`config.mk`:
```
export PLATFORM = sky130hd
export DESIGN_NAME = signed_mac_ctrl_flat
export DESIGN_NICKNAME = d
export VERILOG_FILES = /design/src/rtl/signed_mac_ctrl_pkg.sv /design/src/rtl/signed_mac_ctrl_if.sv /design/src/rtl/signed_mac_ctrl_sign_mag_split.sv /design/src/rtl/signed_mac_ctrl.sv /design/src/flat_wrapper.sv
export SDC_FILE = /design/constraint.sdc
export NUM_CORES = 1
export LEC_CHECK = 0
export BUFFER_PORTS_ARGS = -buffer_cell sky130_fd_sc_hd__buf_2
export CAP_MARGIN = 40
export CORE_MARGIN = 2
export CORE_UTILIZATION = 61
export CTS_CLUSTER_SIZE = 24
export DETAILED_ROUTE_END_ITERATION = 10
export GPL_TIMING_DRIVEN = 1
export PLACE_DENSITY = 0.85
export REMOVE_ABC_BUFFERS = 1
export SYNTH_ARGS = -nofsm -noshare
export SYNTH_HDL_FRONTEND = slang
export SYNTH_SLANG_ARGS = --single-unit
```
`constraint.sdc`:
```
create_clock -name clk -period 8.7 [get_ports clk]
set_clock_uncertainty 0.15 [all_clocks]
set_input_delay 0.435 -clock clk [delete_from_list [all_inputs] [get_ports clk]]
set_output_delay 0.435 -clock clk [all_outputs]
set_load 0.02 [all_outputs]
```
`src/rtl/signed_mac_ctrl_pkg.sv`:
```
// Shared definitions for the signed multiply-accumulate controller:
// FSM encoding, multiplier latency limits and the saturating product counter.
package signed_mac_ctrl_pkg;

    localparam int MUL_LAT_MIN = 1;
    localparam int MUL_LAT_MAX = 8;
    localparam int COUNT_W     = 8;

    typedef enum logic [1:0] {
        ST_ACCUM = 2'd0,
        ST_DRAIN = 2'd1,
        ST_HOLD  = 2'd2
    } mac_state_e;

    // Sideband that travels alongside a product while the multiplier works on it.
    typedef struct packed {
        logic sign;
        logic last;
    } mac_tag_t;

    function automatic logic [COUNT_W-1:0] sat_inc(input logic [COUNT_W-1:0] value);
        return (value == '1) ? value : value + COUNT_W'(1);
    endfunction

endpackage

```
`src/rtl/signed_mac_ctrl_if.sv`:
```
// Operand stream, external multiplier port and result stream of signed_mac_ctrl.
// The controller takes the slave view; the environment drives the master view.
interface signed_mac_ctrl_if #(
    parameter int BW    = 8,
    parameter int ACC_W = 24
);
    logic              in_valid;
    logic              in_ready;
    logic [BW-1:0]     in_a;
    logic [BW-1:0]     in_b;
    logic              in_last;

    logic              mul_valid;
    logic [BW-1:0]     mul_a;
    logic [BW-1:0]     mul_b;
    logic [2*BW-1:0]   mul_p;

    logic              out_valid;
    logic              out_ready;
    logic [ACC_W-1:0]  out_sum;
    logic [7:0]        out_count;

    modport slave (
        input  in_valid, in_a, in_b, in_last, mul_p, out_ready,
        output in_ready, mul_valid, mul_a, mul_b, out_valid, out_sum, out_count
    );

    modport master (
        output in_valid, in_a, in_b, in_last, mul_p, out_ready,
        input  in_ready, mul_valid, mul_a, mul_b, out_valid, out_sum, out_count
    );

endinterface

```
`src/rtl/signed_mac_ctrl_sign_mag_split.sv`:
```
// Splits a two's-complement value into its sign bit and unsigned magnitude;
// the most negative value maps to 2^(W-1), which still fits in W unsigned bits.
module sign_mag_split #(
    parameter int W = 8
) (
    input  logic [W-1:0] value,
    output logic [W-1:0] mag,
    output logic         sign
);

    assign sign = value[W-1];
    assign mag  = sign ? (~value + W'(1)) : value;

endmodule

```
`src/rtl/signed_mac_ctrl.sv`:
```
// Signed dot-product controller around an external unsigned multiplier:
// magnitudes go out, signs ride a matching delay line and are reapplied on return.
module signed_mac_ctrl
    import signed_mac_ctrl_pkg::*;
#(
    parameter int BW      = 8,
    parameter int MUL_LAT = 2,
    parameter int ACC_W   = 24
) (
    input logic              clk,
    input logic              rst,
    signed_mac_ctrl_if.slave bus
);

    if (MUL_LAT < MUL_LAT_MIN || MUL_LAT > MUL_LAT_MAX) begin : g_bad_mul_lat
        $error("signed_mac_ctrl: MUL_LAT %0d outside %0d..%0d", MUL_LAT, MUL_LAT_MIN, MUL_LAT_MAX);
    end
    if (ACC_W < 2 * BW + 1) begin : g_bad_acc_w
        $error("signed_mac_ctrl: ACC_W %0d must be at least 2*BW+1", ACC_W);
    end

    mac_state_e         state_q, state_d;
    logic               accum_state, hold_state;
    logic               load_result, clear_acc;
    logic               issue;

    logic [BW-1:0]      mag_a, mag_b;
    logic               sign_a, sign_b;

    logic [MUL_LAT-1:0] pipe_valid_q;
    mac_tag_t           pipe_tag_q [MUL_LAT];
    logic               exit_valid;
    mac_tag_t           exit_tag;

    logic [ACC_W-1:0]   prod_ext, addend;
    logic [ACC_W-1:0]   acc_q, acc_next;
    logic [COUNT_W-1:0] count_q, count_next;
    logic [ACC_W-1:0]   out_sum_q;
    logic [COUNT_W-1:0] out_count_q;

    sign_mag_split #(.W(BW)) u_split_a (
        .value (bus.in_a),
        .mag   (mag_a),
        .sign  (sign_a)
    );

    sign_mag_split #(.W(BW)) u_split_b (
        .value (bus.in_b),
        .mag   (mag_b),
        .sign  (sign_b)
    );

    // Ready is a function of state alone; rst only forces it low while held.
    assign bus.in_ready  = accum_state && !rst;
    assign issue         = bus.in_valid && bus.in_ready;
    assign bus.mul_valid = issue;
    assign bus.mul_a     = issue ? mag_a : '0;
    assign bus.mul_b     = issue ? mag_b : '0;

    // NOTE: sequential state uses non-blocking assignments so every register
    // samples its inputs as they were before the clock edge.
    always_ff @(posedge clk) begin
        if (rst) begin
            state_q <= ST_ACCUM;
        end else begin
            state_q <= state_d;
        end
    end

    // NOTE: every output of this block gets a default first, so no path
    // through the case statement leaves a signal unassigned and infers a latch.
    always_comb begin
        state_d     = state_q;
        accum_state = 1'b0;
        hold_state  = 1'b0;
        load_result = 1'b0;
        clear_acc   = 1'b0;
        case (state_q)
            ST_ACCUM: begin
                accum_state = 1'b1;
                if (bus.in_valid && bus.in_last) begin
                    state_d = ST_DRAIN;
                end
            end
            ST_DRAIN: begin
                if (exit_valid && exit_tag.last) begin
                    load_result = 1'b1;
                    state_d     = ST_HOLD;
                end
            end
            ST_HOLD: begin
                hold_state = 1'b1;
                if (bus.out_ready) begin
                    clear_acc = 1'b1;
                    state_d   = ST_ACCUM;
                end
            end
            default: state_d = ST_ACCUM;
        endcase
    end

    // Valid bits decide what the accumulator consumes, so they must clear on reset.
    always_ff @(posedge clk) begin
        if (rst) begin
            pipe_valid_q <= '0;
        end else begin
            pipe_valid_q[0] <= issue;
            for (int i = 1; i < MUL_LAT; i++) begin
                pipe_valid_q[i] <= pipe_valid_q[i-1];
            end
        end
    end

    // NOTE: the tag delay line has no reset; its contents are only looked at
    // when the matching valid bit is set, and that bit is reset.
    always_ff @(posedge clk) begin
        pipe_tag_q[0] <= '{sign: sign_a ^ sign_b, last: bus.in_last};
        for (int i = 1; i < MUL_LAT; i++) begin
            pipe_tag_q[i] <= pipe_tag_q[i-1];
        end
    end

    assign exit_valid = pipe_valid_q[MUL_LAT-1];
    assign exit_tag   = pipe_tag_q[MUL_LAT-1];

    // A zero product stays zero when negated, so no special case is needed.
    assign prod_ext   = ACC_W'(bus.mul_p);
    assign addend     = exit_tag.sign ? (~prod_ext + ACC_W'(1)) : prod_ext;
    assign acc_next   = acc_q + addend;
    assign count_next = sat_inc(count_q);

    always_ff @(posedge clk) begin
        if (rst) begin
            acc_q       <= '0;
            count_q     <= '0;
            out_sum_q   <= '0;
            out_count_q <= '0;
        end else if (clear_acc) begin
            acc_q   <= '0;
            count_q <= '0;
        end else if (exit_valid) begin
            acc_q   <= acc_next;
            count_q <= count_next;
            if (load_result) begin
                out_sum_q   <= acc_next;
                out_count_q <= count_next;
            end
        end
    end

    assign bus.out_valid = hold_state && !rst;
    assign bus.out_sum   = rst ? '0 : out_sum_q;
    assign bus.out_count = rst ? '0 : out_count_q;

endmodule

```
`src/flat_wrapper.sv`:
```
// flat-port wrapper written by rule: the top's interface ports become plain ports
module signed_mac_ctrl_flat import signed_mac_ctrl_pkg::*;
#(
    parameter int BW      = 8,
    parameter int MUL_LAT = 2,
    parameter int ACC_W   = 24
)
  (clk, rst, bus_in_valid, bus_in_a, bus_in_b, bus_in_last, bus_mul_p, bus_out_ready, bus_in_ready, bus_mul_valid, bus_mul_a, bus_mul_b, bus_out_valid, bus_out_sum, bus_out_count);
  signed_mac_ctrl_if #(.BW(BW), .ACC_W(ACC_W)) bus_i ();
  input logic clk;
  input logic rst;
  input wire logic [$bits(bus_i.in_valid)-1:0] bus_in_valid;
  input wire logic [$bits(bus_i.in_a)-1:0] bus_in_a;
  input wire logic [$bits(bus_i.in_b)-1:0] bus_in_b;
  input wire logic [$bits(bus_i.in_last)-1:0] bus_in_last;
  input wire logic [$bits(bus_i.mul_p)-1:0] bus_mul_p;
  input wire logic [$bits(bus_i.out_ready)-1:0] bus_out_ready;
  output wire logic [$bits(bus_i.in_ready)-1:0] bus_in_ready;
  output wire logic [$bits(bus_i.mul_valid)-1:0] bus_mul_valid;
  output wire logic [$bits(bus_i.mul_a)-1:0] bus_mul_a;
  output wire logic [$bits(bus_i.mul_b)-1:0] bus_mul_b;
  output wire logic [$bits(bus_i.out_valid)-1:0] bus_out_valid;
  output wire logic [$bits(bus_i.out_sum)-1:0] bus_out_sum;
  output wire logic [$bits(bus_i.out_count)-1:0] bus_out_count;
  assign bus_i.in_valid = bus_in_valid;
  assign bus_i.in_a = bus_in_a;
  assign bus_i.in_b = bus_in_b;
  assign bus_i.in_last = bus_in_last;
  assign bus_i.mul_p = bus_mul_p;
  assign bus_i.out_ready = bus_out_ready;
  assign bus_in_ready = bus_i.in_ready;
  assign bus_mul_valid = bus_i.mul_valid;
  assign bus_mul_a = bus_i.mul_a;
  assign bus_mul_b = bus_i.mul_b;
  assign bus_out_valid = bus_i.out_valid;
  assign bus_out_sum = bus_i.out_sum;
  assign bus_out_count = bus_i.out_count;
  signed_mac_ctrl #(.BW(BW), .MUL_LAT(MUL_LAT), .ACC_W(ACC_W)) u_core (.clk(clk), .rst(rst), .bus(bus_i));
endmodule
```
Word level (Yosys, flattened, before mapping)
Memory sizes are Yosys's and may differ from the RTL's.
Index checks and enable logic that the tools add are counted.
{"block": "word_totals", "out_inout_bits": 51, "n_memories": 1, "word_cells": 51, "in_bits": 37, "ram_bits": 4, "register_bits": 68}
{"memory": "u_core.pipe_tag_q", "depth": 2, "width": 2, "rd": 2, "rd_ports_with_merged_regs": 0, "write_ports": 2, "line": "signed_mac_ctrl.sv:31", "rtl": "mac_tag_t pipe_tag_q [MUL_LAT];"}
{"block": "classes", "eq_ne": 6, "n_reduce_logical": 10, "n_bitwise": 5, "muxes": 18, "add_sub_neg": 5}
{"op": "$mux 24", "count": 2}
{"op": "$mux 8", "count": 6}
{"op": "$add 24x1->24 const B", "count": 1}
{"op": "$add 24x24->24", "count": 1}
{"op": "$add 8x1->8 const B", "count": 3}
{"op": "$not 16->24", "count": 1}
{"op": "$not 8->8", "count": 2}
{"op": "$eq 8x8->1 const B", "count": 1}
{"op": "$mux 1", "count": 6}
{"op": "$mux 2", "count": 3}
{"op": "$pmux 2 s3", "count": 1}
{"op": "$reduce_and 3->1", "count": 2}
{"op": "$logic_and 1x1->1", "count": 5}
{"op": "$ne 2x1->1 const B", "count": 2}
{"op": "$eq 2x1->1 const B", "count": 1}
{"op": "$eq 2x2->1 const B", "count": 1}
{"op": "$logic_not 2->1", "count": 1}
{"op": "$ne 2x2->1 const B", "count": 1}
{"op": "$reduce_or 2->1", "count": 1}
{"op": "$logic_not 1->1", "count": 1}
{"op": "$not 1->1", "count": 1}
{"op": "$xor 1x1->1", "count": 1}

Logic depth before layout (Yosys ltp)
{"block": "depth", "ltp_word": 5, "mapped_depth": 17, "depth_no_buf": 16}

By module
From an unflattened synthesis, not the netlist that was laid out.
{"block": "hier_totals", "hier_cells": 639, "hier_area_um2": 5059.9}
{"module": "signed_mac_ctrl", "area_each_um2": 4752.1, "cells_per_inst": 595, "n_inst": 1}
{"module": "sign_mag_split", "area_each_um2": 153.9, "cells_per_inst": 22, "n_inst": 2}

Worst setup path before layout
Ideal clock, no wire load.
{"block": "synth_path", "path_kind": "in2reg", "start": "input bus_mul_p[1]", "end": "register u_core.acc_q[22]", "path_buffers": 1, "slack_ns": 4.851, "arrival_ns": 3.577, "required_ns": 8.428, "cell_stages": 13, "path_cell_list": "or3_4 or3b_1 clkbuf_2 o31ai_1 xnor2_1 ha_1 a21oi_1 nor2_1 a2111oi_1 a21boi_1 o31ai_1 a2111oi_0 a311o_1"}
{"block": "synth_via", "elab_chain_cells": 4}
{"element": "start: declaration", "line": "flat_wrapper.sv:16", "rtl": "input wire logic [$bits(bus_i.mul_p)-1:0] bus_mul_p;"}
{"element": "$not 16->24", "line": "signed_mac_ctrl.sv:128", "rtl": "assign addend = exit_tag.sign ? (~prod_ext + ACC_W'(1)) : prod_ext;"}
{"element": "$add 24x1->24", "line": "signed_mac_ctrl.sv:128"}
{"element": "$mux 24 *", "line": "signed_mac_ctrl.sv:128"}
{"element": "$add 24x24->24 *", "line": "signed_mac_ctrl.sv:129", "rtl": "assign acc_next = acc_q + addend;"}
{"element": "end signal: assignment", "line": "signed_mac_ctrl.sv:142", "rtl": "acc_q <= acc_next;"}
{"element": "end: declaration", "line": "signed_mac_ctrl.sv:36", "rtl": "logic [ACC_W-1:0] acc_q, acc_next;"}
Mark *: on every way between the ends. The rest lies on a longest branch, timed or not.
A chain may end at the register's enable or synchronous reset.

Worst setup path after layout
{"block": "layout_path", "start": "input bus_mul_p[2]", "end": "register u_core.acc_q[22]"}
Same word-level chain as after synthesis.

==> results by group <==
Clocking
  • CTS buffer count: 9
  • H-tree levels: 3
  • Worst skew pair latency: 0.36 ns
  • Post-CTS Setup Bufs: 0
  • CTS tree: built
  • Clk buf depth: 2
  • Post-CTS Resized: 0
  • Hold_buf cts: 0
  • Clock root cell: clkbuf_8
  • Clock transition at the registers of the reported paths: 0.09 ns
  • Sink Count: 72

Power
  • Static Leak: 2.37 nW
  • PwrDens: 147 nW/um^2
  • Switch Pwr: 0.000288 W
  • Net Sw Frac: 35.1%
  • Max IR drop VDD: 0.0000840 V
  • Sequential share of power: 42.5%
  • Internal power: 0.000531 W
  • Clock power share: 31.6%
  • Comb power frac: 25.9%

Timing
  • Hold Fails Final Rpt: 0
  • Fin. max-slew vios: 0
  • F_max: 245 MHz
  • Rel. slew slack: 43.9%
  • Worst Tran Pin Value: 0.838 ns
  • Final Cycle Share: 46.9%
  • RSZ-0062 raised after global routing: no
  • Post-route minimum period: 4.08 ns
  • Final setup fails: 0
  • Setup TNS: 0 ns

Synth
  • Area leader, netlist: dfxtp_1
  • Most common cell in the netlist: nand2_1
  • Top cells by area, synth: dfxtp_1 (29%), ha_1 (7.9%), nand2_1 (6.1%), a21oi_1 (5.1%), nor2b_1 (5.1%)
  • Ys Warns: 0
  • Fraction of registers with async set/reset: 0%
  • Post-synth EDFFs: 0
  • Cells after synthesis: 627
  • Most frequent cells after synthesis: nand2_1 (80), dfxtp_1 (72), nor2_1 (65)
  • Post-synth cell types: 59
  • Synth Flop Type: dfxtp_1
  • Synth top area share: 29.4%
  • Synthesized cell area: 4910 um^2
  • Synthesis-stage register bit count: 72
  • Post-synthesis sequential area ratio: 29.4%
  • Avg Inst Size Synth: 7.83 um^2

Global route
  • GRT Total Usage: 28.0%
  • Initial antenna violation count: 0
  • Vias in the first global route: 4359
  • Total gr overflow: 0
  • Largest net degree at the start of global routing: 72
  • First-pass GRT wire length: 19.9 mm

Routing
  • Post-route ant nets: 0
  • Drt pass-1 iters: 7
  • Via count: 4680
  • Post-DR wirelength/cell: 15.3 um
  • DRC: 0
  • WL final: 12.2 mm
  • Iteration-0 DRC Markers: 167
  • Vias/cell: 5.86

Place
  • Global placement routability congestion: 0.959
  • Post-DP HPWL: 8.95 mm
  • PortBufs: 87

Min path
  • Worst hold path type: in -> reg
  • Hold Path Sink: u_core.pipe_tag_q[0][0]
  • Hold Path Depth: 1
  • Hold path start: bus_in_last

Worst setup path
  • Worst-path cell with the longest stage delay: a2111oi_1
  • WS Path Type: in -> reg
  • Startpoint types: primary input
  • Reg2reg setup slack: 4.68 ns
  • Critical Path AT: 4.18 ns
  • Worst r2r dst: u_core.acc_q[20]
  • R2R Path Start: u_core.pipe_tag_q[0][3]
  • Cell Chain, Critical Path: buf_2, or3_4, or3b_1, o31ai_1, xnor2_1, ha_1, a21oi_1, nor2_1, a2111oi_1, a21boi_1, o31ai_1, a2111oi_0, a311o_1
  • Worst r2r path cells: 10
  • Most frequent CP cell: o31ai_1
  • Crit-path max FO: 7
  • Slowest stage delay, CP: 0.71 ns
  • CP endpoint kind: flop
  • CP required: 8.80 ns

Floorplanning
  • Die width: 93.7 um
  • Die area: 8780 um^2
  • Placeable Area: 7770 um^2
  • Initial cell density of the core: 63.2%
  • Die Ht: 93.7 um
  • Rows: 32
  • IO Pins: 88

Cells and area
  • Area grow syn2layout: 13.3%
  • Core Util, Final: 71.6%
  • Share of layout cells above drive strength 1: 16.8%
  • Antenna cells: 0
  • Nets: 761

Status
  • Outcome: complete, no violations

Job
  • Max_cap viols: 0
==> through the flow <==
step | setup WS, ns | area (um^2) | hold WS, ns | power [W] | instances
2_1_floorplan | 4.86 | 4760 | 0.160 | 0.000504 | 588
3_3_place_gp | 4.44 | 5370 | 0.163 | 0.000558 | 782
3_5_place_dp | 4.34 | 5370 | 0.169 | 0.000564 | 783
4_1_cts | 4.70 | 5560 | 0.0322 | 0.000819 | 799
5_1_grt | 4.41 | 5560 | 0.0221 | 0.000859 | 799
6_report | 4.62 | 5560 | 0.0337 | 0.000819 | 799
==> worst max path at each step <==
| stage | startpoint | endpoint | slack [ns] | cells after the start |
|---|---|---|---|---|
| after floorplan | bus_mul_p[1] | u_core.acc_q[22] | 4.86 | 12 |
| after global placement | bus_mul_p[1] | u_core.acc_q[20] | 4.44 | 13 |
| after detailed placement | bus_mul_p[2] | u_core.acc_q[22] | 4.34 | 13 |
| after CTS | bus_mul_p[2] | u_core.acc_q[22] | 4.70 | 13 |
| after global routing | u_core.pipe_tag_q[0][3] | u_core.acc_q[20] | 4.41 | 10 |
| final | bus_mul_p[2] | u_core.acc_q[22] | 4.62 | 13 |
==> layer usage <==
metal	up-vias	part of all wire, %	wire length (um)	global-route usage (%)
met5	-	0	0	0
met4	0	1.8	219	8.09
met3	25	4.1	507	5.46
met2	117	49	6040	49.5
met1	2191	45	5470	34.5
li1	2347	-	-	-
==> power groups by stage <==
stage | clock [W] | combinational (W) | sequential (W)
2_1_floorplan | 0 | 0.000149 | 0.000354
3_3_place_gp | 0 | 0.000203 | 0.000355
3_5_place_dp | 0 | 0.000209 | 0.000355
4_1_cts | 0.000261 | 0.000210 | 0.000348
5_1_grt | 0.000276 | 0.000235 | 0.000349
6_report | 0.000259 | 0.000212 | 0.000348
==> worst max-delay path, delay by kind of cell <==
kind | cells | cell delay [ns]
AOI/OAI and AO/OA | 7 | 2.23
xor gates and xnor gates | 1 | 0.15
adders and majority gates | 1 | 0.31
buffers and inverters | 1 | 0.12
and+or+nand+nor | 3 | 0.93
==> layout by cell type (no fill, tap or decap), types with 4 or more instances in the layout <==
master	count
a31oi_1	4
and3_1	7
nand3_1	23
a211oi_1	7
nand4_1	4
buf_4	6
nor2b_1	40
nand2_1	80
o21ai_0	17
o21a_1	10
a21oi_1	50
o31ai_1	11
nand2b_1	4
o41ai_1	5
buf_2	87
dfxtp_1	72
nor3_1	13
xnor2_1	27
nor2_1	65
clkbuf_8	9
a21o_1	9
xor2_1	21
ha_1	31
o211ai_1	4
inv_1	10
or3_1	11
mux2i_1	19
==> registers in the layout (all words and copies together), names as in the netlist <==
signal	count
u_core.out_count_q	8
u_core.state_q	2
u_core.pipe_tag_q	4
u_core.out_sum_q	24
u_core.acc_q	24
u_core.count_q	8
u_core.pipe_valid_q	2
==> area by class of cell <==
class                   instances  area, um^2
repair buffers                 93         480
clock inverters                 7        61.3
inverters                      10        37.5
clock buffers                   9         124
flip-flops and latches         72        1440
fillers                       639        2210
well taps                     102         128
multi-input cells             506        3290
==> kinds of logic (layout without fill, tap and decap cells) <==
| logic type | after synthesis | count (layout) | share of synthesized area, % |
|---|---|---|---|
| compound gates | 146 | 146 | 20.6 |
| xor+xnor | 48 | 48 | 8.57 |
| fa+ha+maj | 32 | 32 | 8.31 |
| buf+inv | 49 | 119 | 3.77 |
| flops | 72 | 72 | 29.4 |
| mux | 19 | 19 | 3.87 |
| simple gates | 261 | 261 | 25.5 |
Power figures use the tool's default switching activity.
